**config.mk**
```make
export PLATFORM = sky130hd
export DESIGN_NAME = bin_to_bcd_digits
export DESIGN_NICKNAME = d
export VERILOG_FILES = /design/src/rtl/bin_to_bcd_digits.sv
export SDC_FILE = /design/constraint.sdc
export NUM_CORES = 1
export LEC_CHECK = 0
export ABC_AREA = 1
export CAP_MARGIN = 20
export CORE_MARGIN = 3
export CORE_UTILIZATION = 50
export DETAILED_ROUTE_END_ITERATION = 16
export GPL_TIMING_DRIVEN = 1
export HOLD_SLACK_MARGIN = 0.12
export PLACE_DENSITY_LB_ADDON = 0.15
export SLEW_MARGIN = 20
export SYNTH_ARGS = -nofsm -noshare
export SYNTH_HDL_FRONTEND = slang
export SYNTH_SLANG_ARGS = --single-unit
```
**constraint.sdc**
```tcl
create_clock -name clk -period 1.5 [get_ports clk]
set_input_delay 0.15 -clock clk [delete_from_list [all_inputs] [get_ports clk]]
set_output_delay 0.15 -clock clk [all_outputs]
set_load 0.005 [all_outputs]
```
**src/rtl/bin_to_bcd_digits.sv**
```systemverilog
// rtl/bin_to_bcd_digits.sv - sequential double-dabble binary to packed BCD converter with leading-zero blanking
module bin_to_bcd_digits #(
    parameter int BIN_WIDTH  = 20,
    parameter int NUM_DIGITS = 6
) (
    input  logic                    clk,
    input  logic                    rst_n,
    input  logic                    start,
    input  logic [BIN_WIDTH-1:0]    binIn,
    input  logic                    blankEn,
    output logic                    busy,
    output logic                    done,
    output logic                    overflow,
    output logic [4*NUM_DIGITS-1:0] digitsOut
);

    localparam int DW    = 4 * NUM_DIGITS;
    localparam int CNT_W = $clog2(BIN_WIDTH + 1);

    function automatic logic [63:0] pow10(input int n);
        logic [63:0] p;
        p = 64'd1;
        for (int i = 0; i < n; i++) begin
            p = p * 64'd10;
        end
        return p;
    endfunction

    // Largest value that fits in NUM_DIGITS decimal digits
    localparam logic [63:0]   MAX_VAL      = pow10(NUM_DIGITS) - 64'd1;
    // Reset display shows a single "0" with the upper digits blanked
    localparam logic [DW-1:0] RESET_DIGITS = {{(NUM_DIGITS - 1){4'hF}}, 4'h0};
    localparam logic [DW-1:0] ALL_NINES    = {NUM_DIGITS{4'h9}};

    typedef enum logic [1:0] {
        IDLE,
        SHIFT,
        FINISH
    } state_t;

    state_t               state;
    logic [BIN_WIDTH-1:0] shift_reg;
    logic [DW-1:0]        scratch;
    logic [DW-1:0]        adj;
    logic [DW-1:0]        blanked;
    logic [CNT_W-1:0]     shift_cnt;
    logic                 blank_q;
    logic                 ovf_q;
    logic                 seen_nz;
    logic [63:0]          bin_ext;

    assign bin_ext = 64'(binIn);

    // Add-3 correction, independently per 4-bit digit (no inter-digit carry)
    always_comb begin
        adj = scratch;
        for (int k = 0; k < NUM_DIGITS; k++) begin
            if (scratch[4*k +: 4] >= 4'd5) begin
                adj[4*k +: 4] = scratch[4*k +: 4] + 4'd3;
            end
        end
    end

    // Blank every zero digit above the most significant nonzero one; digit 0 always shown
    always_comb begin
        blanked = scratch;
        seen_nz = 1'b0;
        for (int k = NUM_DIGITS - 1; k >= 1; k--) begin
            if (scratch[4*k +: 4] != 4'd0) begin
                seen_nz = 1'b1;
            end else if (!seen_nz) begin
                blanked[4*k +: 4] = 4'hF;
            end
        end
    end

    // Control FSM with registered outputs: capture, BIN_WIDTH shifts, then publish
    always_ff @(posedge clk or negedge rst_n) begin
        if (!rst_n) begin
            state     <= IDLE;
            shift_reg <= '0;
            scratch   <= '0;
            shift_cnt <= '0;
            blank_q   <= 1'b0;
            ovf_q     <= 1'b0;
            busy      <= 1'b0;
            done      <= 1'b0;
            overflow  <= 1'b0;
            digitsOut <= RESET_DIGITS;
        end else begin
            done <= 1'b0;
            case (state)
                IDLE: begin
                    if (start) begin
                        shift_reg <= binIn;
                        blank_q   <= blankEn;
                        ovf_q     <= (bin_ext > MAX_VAL);
                        scratch   <= '0;
                        shift_cnt <= '0;
                        busy      <= 1'b1;
                        state     <= SHIFT;
                    end
                end
                SHIFT: begin
                    scratch   <= {adj[DW-2:0], shift_reg[BIN_WIDTH-1]};
                    shift_reg <= {shift_reg[BIN_WIDTH-2:0], 1'b0};
                    shift_cnt <= shift_cnt + CNT_W'(1);
                    if (shift_cnt == CNT_W'(BIN_WIDTH - 1)) begin
                        state <= FINISH;
                    end
                end
                FINISH: begin
                    if (ovf_q) begin
                        digitsOut <= ALL_NINES;
                        overflow  <= 1'b1;
                    end else begin
                        digitsOut <= blank_q ? blanked : scratch;
                        overflow  <= 1'b0;
                    end
                    done  <= 1'b1;
                    busy  <= 1'b0;
                    state <= IDLE;
                end
                default: begin
                    busy  <= 1'b0;
                    state <= IDLE;
                end
            endcase
        end
    end

endmodule

```
==> parameters.txt <==
Parameter                              Value

Floorplan
  Die X    approximately 95 um
  Number of rows in the core area    31
  Die outline area    about 9000 um^2
  Number of placed I/O pins    slightly above 50
  Core area    ~7500 um^2
  Initial core utilization    0.532
  Die extent in y    95.3 um

Global route
  Maximum number of pins on one net before global-route repair    between 40 and 50
  Global-route met1 utilization    0.292
  Initial antenna violation count    0
  Wire length of the first global-routing pass    between 15 and 20 mm
  Most used routing layer in global routing    met2
  Met2 Usage GRT    0.355
  Total global-route track usage    0.218
  Overflow after GRT    0
  Met3 usage    0.0347
  Vias in the first global route    between 3000 and 4000

Power
  NetSw    approximately 4000 uW
  Reg power frac    0.373
  Final total power    9940 uW
  Switching part of the total power    0.406
  Total power density per cell area    1990 nW/um^2
  Static leakage    0.00242 uW
  Largest vdd supply drop    ~0.87 mV
  Relative contribution of combinational cells to total power    0.464
  Internal Pwr Total    a little under 6000 uW
  Portion of total power attributed to the clock network    0.163

Clock tree
  Clock root buffer    clkbuf_8
  Total clock buffers created by CTS    9
  Number of H-tree levels    3
  Buffer depth of the longest clock path    2
  Clk Latency, worst-skew pair    ~360 ps
  Number of sinks handled by clock tree synthesis    80
  TritonCTS clock tree    built
  Clock transition at the registers of the reported paths    approximately 80 ps

Logic synthesis
  Adder-Cell Fraction of Synth Area    0.0534
  Synthesized-area fraction occupied by ao, oa, aoi and oai cells    0.138
  Nets in the synthesized netlist    around 510
  Fraction of synthesized area in multiplexers    0
  Mean instance size in the synthesized netlist    about 8.6 um^2
  Share of synthesized area occupied by flip-flops and latches    0.509
  Number of distinct library cell variants in the gate-level netlist after synthesis    28
  Yosys top cell area share    0.377
  Area fraction in and, or, nand and nor cells after synthesis    0.201
  Cell types with the largest area share after synthesis    dfrtp_1 38%, dfstp_2 13%, nand2_1 10%
  XOR/XNOR share of the synthesized area    0.00660
  Synth warn    0
  Biggest area consumer among synthesized cells    dfrtp_1
  Gate count after technology mapping    around 460
  Dominant combinational cell family by area after synthesis    simple AND/OR/NAND/NOR gates
  Post-synthesis instance area    about 4000 um^2
  Count of state elements after synthesis    80

Critical path
  Required arrival time at the worst endpoint    between 1500 and 2000 ps
  Element type at the critical path end    flop
  Kind of critical path    reg -> reg
  Data arrival at the endpoint of the critical path    between 1500 and 2000 ps
  Startpoint of the worst-slack reg-to-reg timing path    scratch[12]
  Flop-to-flop setup slack    90 ps
  Terminus of the critical flop-to-flop path    scratch[14]
  FF-to-FF path depth    9
  Startpoint type of the worst setup path    flop
  Maximum fanout along the worst path    5

STA
  Fin. Hold Viols    0
  Final worst path period share    0.942
  Relative max-transition margin    0.660
  Transition time of the tightest slew-check pin    between 500 and 600 ps
  Max Freq    708 MHz
  Count of final max-slew check failures    0
  Post-Route Skew    10.5 ps
  Setup violations, final    0
  Min Clock Period, post-route    between 1000 and 1500 ps

Placed design
  Port Buffers    50
  Total cell area at the placement stage    approximately 4700 um^2
  Global placer's final weighted congestion    approximately 0.87
  Dpl hpwl    about 6.3 mm

Finish
  Fraction of final layout cells with drive strength greater than 1    0.185
  Layout overhead on the synthesized area    25.7%
  Count of filler cells inserted in the layout    633
  Net total in the final layout    582
  Final design area excluding fillers    5010 um^2
  Antenna Diode Count    0

Drt
  First-pass detailed-route iteration total    5
  Final ANT Viol Nets    0
  Total number of vias    3476
  Avg WL per Cell    14.2 um
  Ratio of routed vias to standard cells    5.39
  Iteration-0 DRC Markers    198
  DRC violations left    0
  Sum of routed wire length over all layers    9.16 mm

Status
  Result of the run    finished clean

Min path
  Hold WC Path Type    in -> async

Run
  Max-cap check violation count    0
==> cell usage after synthesis (all sizes together) <==
cell and n:
clkbuf 1, buf 15, a22o 1, o221ai 14
dfstp 20, nand3 27, nor2 42, nand4 8
a21oi 16, nand2 110, o21ai 38, ha 17
nor3 1, o22ai 7, dfrtp 60, a31oi 6
xor2 3, inv 69, o211ai 9
==> worst max path at each step <==
stage          cells past startpoint             to  slack, ps   startpoint
3_3_place_gp                      10  digitsOut[10]         40  scratch[21]
5_1_grt                            9     scratch[5]         -5   scratch[4]
6_report                           9    scratch[14]         90  scratch[12]
3_5_place_dp                      10   digitsOut[9]        -20  scratch[21]
4_1_cts                            9  digitsOut[19]         10  scratch[21]
2_1_floorplan                     10  digitsOut[10]         90  scratch[20]
==> metrics by stage <==
step	util	setup TNS (ps)	worst slack, ps	hold WS (ps)	cells
after global routing	0.669	-5.19	-5.19	341	645
after global placement	0.622	0	41.1	161	615
after detailed placement	0.622	-30.9	-22.9	156	615
after CTS	0.650	0	11.7	305	633
final	0.669	0	86.6	305	645
after floorplan	-	0	90.6	-146	464
==> cells in the final DEF, fill, tap and decap left out, types with 6 or more instances in the layout <==
cell               n
a21oi_1           15
dfrtp_1           59
o21ai_0           11
o22ai_1            7
dfstp_2           20
nand2_1          108
nand3_1           22
dlygate4sd2_1     20
inv_2             15
a31oi_1            6
inv_1             53
clkdlybuf4s50_1   29
o221ai_1          14
nand4_1            8
ha_1              15
clkbuf_8          10
o211ai_1           9
o21ai_1           27
buf_4             30
nor2_1            35
==> power groups by stage <==
stage          sequential (uW)  clock (uW)  combinational, uW
6_report                  3710        1630               4610
5_1_grt                   3830        1740               5240
4_1_cts                   3690        1650               4250
3_5_place_dp              3730           0               4260
3_3_place_gp              3700           0               4110
2_1_floorplan             3620           0               2990
==> cell families after synthesis <==
group,Yosys count
XOR/XNOR,3
flip-flops,80
AND/OR/NAND/NOR,188
adder cells (fa/ha/maj),17
buffers and inverters,85
AO/OA/AOI/OAI,91
==> timing repair <==
action | CTS | global route
endpoints found under the setup margin | 28 | 55
resized for setup | 25 | 22
endpoints found under the hold margin | 34 | 0
buffers inserted | 1 | 12
pin swaps | 0 | 6
hold buffers | 1 | 0
==> critical path: stages (launching register included) <==
cell     delay (ps)
dfrtp_1         420
inv_2           110
ha_1            170
inv_1            60
nor2_2          140
nor2_1           60
nor2_1          130
nand2_1          70
nand3_1          60
o21ai_1          70
==> routing by layer <==
metal  routed length, um  vias to the layer above
li1                    -                     1684
met1                4120                     1658
met4                 174                        0
met3                 495                       18
met2                4380                      116
met5                   0                        -
==> area by class of cell <==
class,count,area [um^2],share of cell area
sequential,80,2030,0.405
multi-input combinational,299,1650,0.330
timing repair buffer,82,741,0.148
inverter,69,262,0.0522
clock buffer,11,141,0.0282
tap,99,124,0.0247
clock inverter,5,56.3,0.0112
(Power assumes the default switching activity.)
